[config.mk]
export PLATFORM = sky130hd
export DESIGN_NAME = systolic_input_feeder
export DESIGN_NICKNAME = d
export VERILOG_FILES = /design/src/rtl/systolic_pkg.sv /design/src/rtl/systolic_input_feeder.sv
export SDC_FILE = /design/constraint.sdc
export NUM_CORES = 1
export LEC_CHECK = 0
export CORE_MARGIN = 3
export CORE_UTILIZATION = 38
export CTS_CLUSTER_DIAMETER = 200
export CTS_CLUSTER_SIZE = 16
export DETAILED_ROUTE_END_ITERATION = 12
export DONT_BUFFER_PORTS = 1
export GPL_TIMING_DRIVEN = 0
export PLACE_DENSITY = 0.6
export SLEW_MARGIN = 20
export SYNTH_ARGS = -nofsm -noshare
export SYNTH_HDL_FRONTEND = slang
export SYNTH_SLANG_ARGS = --single-unit
[constraint.sdc]
create_clock -name clk -period 2.45 [get_ports clk]
set_input_delay 0.3675 -clock clk [delete_from_list [all_inputs] [get_ports clk]]
set_output_delay 0.3675 -clock clk [all_outputs]
set_load 0.1 [all_outputs]
[src/rtl/systolic_pkg.sv]
`default_nettype none
// ============================================================================
// Module   : systolic_pkg
// Purpose  : Shared types and default geometry for the systolic array path
//            (input feeder, skew buffer, array).
// Revision : 1.0 - initial release
// ============================================================================
package systolic_pkg;

  // Default lane width, array dimension and address/count widths shared by
  // the feeder, the skew buffer and the array itself.
  localparam int DEF_DATA_WIDTH = 8;
  localparam int DEF_LENGTH     = 16;
  localparam int DEF_ADDR_WIDTH = 10;
  localparam int DEF_CNT_WIDTH  = 16;

  // Feeder sequencing states.
  typedef enum logic [1:0] {
    ST_IDLE  = 2'd0,
    ST_READ  = 2'd1,
    ST_DRAIN = 2'd2,
    ST_DONE  = 2'd3
  } feeder_state_t;

  // Width of a counter that must hold the values 0..n inclusive.
  function automatic int count_width(input int n);
    return (n < 1) ? 1 : $clog2(n + 1);
  endfunction

endpackage
`default_nettype wire

[src/rtl/systolic_input_feeder.sv]
`default_nettype none
// ============================================================================
// Module   : systolic_input_feeder
// Purpose  : Streams num_vec consecutive vectors from a single-port SRAM onto
//            dout (one per cycle), then drives LENGTH zero cycles so the
//            deepest skew row drains, then pulses done.
// Revision : 1.0 - initial release
// ============================================================================
module systolic_input_feeder
  import systolic_pkg::*;
#(
  parameter int DATA_WIDTH = DEF_DATA_WIDTH,
  parameter int LENGTH     = DEF_LENGTH,
  parameter int ADDR_WIDTH = DEF_ADDR_WIDTH,
  parameter int CNT_WIDTH  = DEF_CNT_WIDTH
) (
  input  logic                         clk,
  input  logic                         rstn,
  input  logic                         start,
  input  logic [ADDR_WIDTH-1:0]        base_addr,
  input  logic [CNT_WIDTH-1:0]         num_vec,
  output logic                         busy,
  output logic                         done,
  output logic                         mem_en,
  output logic [ADDR_WIDTH-1:0]        mem_addr,
  input  logic [DATA_WIDTH*LENGTH-1:0] mem_rdata,
  output logic [DATA_WIDTH*LENGTH-1:0] dout,
  output logic                         dout_valid
);

  localparam int                 FLUSH_W    = count_width(LENGTH);
  localparam logic [FLUSH_W-1:0] FLUSH_LAST = FLUSH_W'(LENGTH);

  feeder_state_t        state;
  logic [CNT_WIDTH-1:0] num_reg;    // vectors requested by the active command
  logic [CNT_WIDTH-1:0] rd_cnt;     // reads issued so far
  logic [FLUSH_W-1:0]   flush_cnt;  // zero cycles already driven (1..LENGTH)
  logic                 rd_valid;   // a read was issued last cycle, data arrives now
  logic                 accept;

  // A command is taken whenever the block is not busy; this includes the
  // cycle where done is high, so commands can be issued back to back.
  assign accept = start && !busy;

  // Sequencer: command capture, read issue, drain/flush timing and done pulse.
  always_ff @(posedge clk or negedge rstn) begin
    if (!rstn) begin
      state     <= ST_IDLE;
      busy      <= 1'b0;
      done      <= 1'b0;
      mem_en    <= 1'b0;
      mem_addr  <= '0;
      num_reg   <= '0;
      rd_cnt    <= '0;
      flush_cnt <= '0;
    end else if (accept) begin
      busy      <= 1'b1;
      done      <= 1'b0;
      num_reg   <= num_vec;
      flush_cnt <= '0;
      if (num_vec != '0) begin
        // First read goes out on the accepting edge itself.
        state    <= ST_READ;
        mem_en   <= 1'b1;
        mem_addr <= base_addr;
        rd_cnt   <= CNT_WIDTH'(1);
      end else begin
        // Empty command: nothing to read and nothing to flush.
        state  <= ST_DONE;
        mem_en <= 1'b0;
        rd_cnt <= '0;
      end
    end else begin
      case (state)
        ST_IDLE: begin
          done <= 1'b0;
        end
        ST_READ: begin
          if (rd_cnt == num_reg) begin
            mem_en <= 1'b0;
            state  <= ST_DRAIN;
          end else begin
            // Address wraps naturally at the top of the SRAM.
            mem_addr <= mem_addr + ADDR_WIDTH'(1);
            rd_cnt   <= rd_cnt + CNT_WIDTH'(1);
          end
        end
        ST_DRAIN: begin
          // Flush cycles start once the final read's data has been
          // registered onto dout (no read remains in flight).
          if (!rd_valid) begin
            if (flush_cnt == FLUSH_LAST) begin
              flush_cnt <= '0;
              state     <= ST_DONE;
              done      <= 1'b1;
              busy      <= 1'b0;
            end else begin
              flush_cnt <= flush_cnt + FLUSH_W'(1);
            end
          end
        end
        ST_DONE: begin
          if (!done) begin
            // Entered from an empty command: pulse done one cycle later.
            done <= 1'b1;
            busy <= 1'b0;
          end else begin
            done  <= 1'b0;
            state <= ST_IDLE;
          end
        end
        default: begin
          state <= ST_IDLE;
          busy  <= 1'b0;
          done  <= 1'b0;
        end
      endcase
    end
  end

  // Read-return pipeline: register returning data onto dout, zero otherwise,
  // since the downstream skew buffer shifts every cycle without an enable.
  always_ff @(posedge clk or negedge rstn) begin
    if (!rstn) begin
      rd_valid   <= 1'b0;
      dout       <= '0;
      dout_valid <= 1'b0;
    end else begin
      rd_valid   <= mem_en;
      dout_valid <= rd_valid;
      dout       <= rd_valid ? mem_rdata : '0;
    end
  end

endmodule
`default_nettype wire

---- Yosys cells after proc, flatten, opt, wreduce, memory -nomap -nowiden ----
Index checks and enable logic that the tools add are counted.
storage, ports and cells
  register bits after elaboration ......... 182
  output and inout bits ................... 142
  logic and storage cells ................. 78
cells by class
  add/sub/neg operators ................... 3
  equality and inequality tests ........... 13
  muxes and demuxes ....................... 34
  reduce and logical (&&, ||, !) cells .... 17
operators by type and width
  kind                                                              count
  128-bit 2-to-1 mux                                                1
  16-bit 2-to-1 mux                                                 3
  10-bit 2-to-1 mux                                                 4
  5-bit 2-to-1 mux                                                  4
  16-bit by 1-bit adder with 16-bit output (second input constant)  1
  16-bit equality test                                              1
  16-bit nonzero test                                               1
  3-bit != test (second input constant)                             5
  1-bit 2-to-1 mux                                                  13
  2-bit 2-to-1 mux                                                  6
  10-bit by 1-bit adder with 10-bit output (second input constant)  1
  4-bit nonzero test                                                2
  2-bit one-hot mux with 3 select lines                             1
  2-bit AND reduction                                               3
  3-bit AND reduction                                               2
  2-bit nonzero test                                                3
  5-bit by 1-bit adder with 5-bit output (second input constant)    1
  5-bit equality test (second input constant)                       1
  5-bit AND reduction                                               1
  2-bit equality test (second input constant)                       2
  2-bit by 1-bit != test with 1-bit output (second input constant)  2
  4-bit AND reduction                                               1
  1-bit one-hot mux with 3 select lines                             1
  3-bit nonzero test                                                1
  6 further kinds                                                   6

---- Logic depth before layout (Yosys ltp) ----
  depth after elaboration ................. 5
  mapped depth ............................ 8
  depth with buffers taken out ............ 7

---- Worst setup path after synthesis ----
No wires, ideal clock.
  path kind ............................... register to register
  start point ............................. register mem_addr[0]
  end point ............................... register mem_addr[8]
  arrival time ............................ 2.054 ns
  required time ........................... 2.274 ns
  setup slack ............................. 0.219 ns
  stages on the path, launching flop included .. 7
  path buffers ............................ 0
  cells stage by stage .................... dfrtp_1 -> ha_1 -> nand3_1 -> nor2_1 -> nand2_1 -> o311ai_0 -> o311ai_0
on the way
  word-level cells in the longest chain between the ends .. 4
RTL lines
  what                                      line                         text
  from (decl)                               systolic_input_feeder.sv:25  output logic [ADDR_WIDTH-1:0] mem_addr,
  from (signal assigned)                    systolic_input_feeder.sv:65  mem_addr <= base_addr;
  from (signal assigned)                    systolic_input_feeder.sv:84  mem_addr <= mem_addr + ADDR_WIDTH'(1);
  10-bit by 1-bit adder with 10-bit output  systolic_input_feeder.sv:84
  10-bit 2-to-1 mux                         systolic_input_feeder.sv:79  if (rd_cnt == num_reg) begin
  10-bit 2-to-1 mux                         systolic_input_feeder.sv:74  case (state)
  10-bit 2-to-1 mux                         systolic_input_feeder.sv:56  end else if (accept) begin
Every way passes these cells. The select of a mux whose other input is x is not followed.
A chain may end at the register's enable or synchronous reset.

---- Final worst setup path ----
  start point ............................. register mem_addr[4]
  end point ............................... register mem_addr[9]
Same word-level chain as after synthesis.

==> impl_metrics.toml <==
[outcome]
status = "finished with violations"
violations = "hold timing"

[cts]
numCtsBuffers = 17
cts_max_level = 4
cts_sinks = 182
clk_path_buf_depth = 2
clock-root-buffer = "clkbuf_16"
post-cts-setup-buffers = 0
path_clk_slew_ps = 70
cts_tree = "done"
clk_latency_ps = 420

[placed_design]
dp_hpwl_um = 14200
place.gp.congestion = 0.889
io_buffer_count = 0
dp_cells = 825
dpl_cell_area_um2 = 7260
place_ws_ps = -319

[global_route]
grt_max_degree = 183
grt_pass1_vias = 5053
track_usage = 0.191
grt-ovfl-total = 0
grt_pass1_wl_um = 29100
antenna_found_initial = 2

[cells_and_area]
fillers = 1686
drive_above_1_share = 0.0807
nets = 780
syn_to_final_growth_pct = 13.1
largest_register_ffs = 128
stdcell_count = 858
stdcell_area_um2 = 7890

[critical_path]
crit_slowest_cell = "dfrtp_1"
crit_path_end_kind = "register"
reg2reg_slack_ps = 170
critPathTopFamily = "flip-flops"
critical_path.startpoint_type = "register"
critPathKind = "register to register"
crit_buf_inv = 0
cpMostUsedCell = "nand3_1"
slowest_delay_ps = 1030
worstPathMaxFanout = 6
required_ps = 2810
crit_chain = "nand3_1, nor2_1, nand3_1, o41ai_1, o221a_2"
cp.arrival_ps = 2640

[timing]
drv_slew = 0
relSlewSlack = 0.305
post-route-period-util = 0.932
rsz0062_at_grt = "false"
setup_viol = 0
setup_slack_ps = 166
period_minus_slack_ps = 2280
hold_violations = 182
fmax_mhz = 438
skew_ps = 11.6
worst_pin_slew_ps = 1040
whs_ps = -353

[hold_path]
hp-class = "primary input to async pin"

[floorplanning]
die_h_um = 141
pin_count = 299
core_um2 = 17700
fp-row-count = 48
dieWidth_um = 141
dieArea_um2 = 20000
initial_utilization = 0.395

[yosys]
synth_edf_count = 0
yosysWarnings = 0
async_flop_share = 1.00
yosysSeqAreaShare = 0.653
synth_ff_type = "dfrtp_1"
ys_types = 46
syn_nets = 761
synth_cells = 600
synth_top_area_share = 0.653
postSynthRegisterBits = 182
synth_area_um2 = 6980
yosysMostFrequentCell = "dfrtp_1"
netlist_top_cells_area = "dfrtp_1 65%, and2_1 12%, nand2_1 3.9%, xor2_1 2.1%, o21ai_0 1.6%"
synth.largest_area_cell = "dfrtp_1"
avgSynthCellArea_um2 = 11.6
synth_common_cells = "182 x dfrtp_1, 129 x and2_1, 73 x nand2_1, 22 x o21ai_0, 21 x clkbuf_1"

[detailed_routing]
antenna_left = 0
post-route-drc-count = 0
num_vias = 4593
dr.pass1.iters = 5
vias_per_cell = 5.35
drt_iter0_drc = 322
wirelength_um = 18900
wl_per_cell_um = 22.1

[run]
drv_cap = 0
[final timing paths]
kind | start | end | depth (start not counted)
worst max register to register | mem_addr[4] | mem_addr[9] | 5
worst min register to register | flush_cnt[4] | flush_cnt[4] | 1
max in group asynchronous | rstn | mem_addr[1] | 0
min in group clk | num_vec[0] | num_reg[0] | 2
worst min-delay path | rstn | dout[127] | 0
worst max-delay path | mem_addr[4] | mem_addr[9] | 5
[stage by stage]
step / utilization / TNS [ps]
finish: 0.447 / 0
global route: 0.447 / 0
floorplan: - / 0
detailed placement: 0.411 / -4700
CTS: 0.446 / 0
global placement: 0.411 / -4650
[layer usage]
layer,up-vias,track usage,wire length (um)
li1,2043,-,-
met1,2296,0.208,6600
met2,233,0.346,10300
met3,21,0.0768,1760
met4,0,0.0505,269
met5,-,0,0
[area by class of cell]
cell class / instances / area (um2) / area share
buffer: 30 / 139 / 0.0176
sequential: 182 / 4560 / 0.578
inverter: 9 / 33.8 / 0.00428
multi-input combinational: 379 / 2260 / 0.286
antenna: 1 / 2.50 / 0.000317
clock buffer: 18 / 439 / 0.0557
tap: 225 / 282 / 0.0357
clock inverter: 14 / 173 / 0.0219
[worst register-to-register path, delay by kind of cell, from the launching register on]
kind,cells,cell delay (ps)
DFF,1,1030
AOI/OAI and AO/OA,2,620
and+or+nand+nor,3,570
[timing repair]
action / 4_1_cts / 5_1_grt
endpoints found under the hold margin: 182 / 182
endpoints found under the setup margin: 45 / 2
gates resized for setup: 5 / 4
[logic make-up after synthesis]
kind of cell    Yosys count  share of synthesized area
mux                       2                    0.00287
buf+inv                  39                     0.0246
simple gates            285                      0.225
flops                   182                      0.653
xor+xnor                 17                     0.0213
compound gates           71                     0.0666
fa+ha+maj                 4                    0.00718
[layout by cell type (no fill, tap or decap), types with 4 or more instances in the layout]
cell       netlist  routed
clkbuf_16        0      17
or3_1            7       7
nand3_1         16      16
a21oi_1         14      14
inv_1            9       9
clkinv_8         0       5
dfrtp_1        182     177
nand2_1         73      73
o31ai_1          4       4
o311ai_0         4       4
and3_1           4       4
nor2_1          15      15
or4_1            7       7
nor4_1           7       7
xor2_1          17      17
nor2b_1          4       4
inv_6            0       4
nand4_1         10      10
and2_1         129     129
ha_1             4       4
buf_4            4       4
dfrtp_2          0       4
a311oi_1         6       6
o21ai_0         22      22
nor3_1           4       4
clkbuf_1        21      20
Power is not shown: default switching activity piles up to over one toggle a cycle in this logic, so the estimate is an artifact.
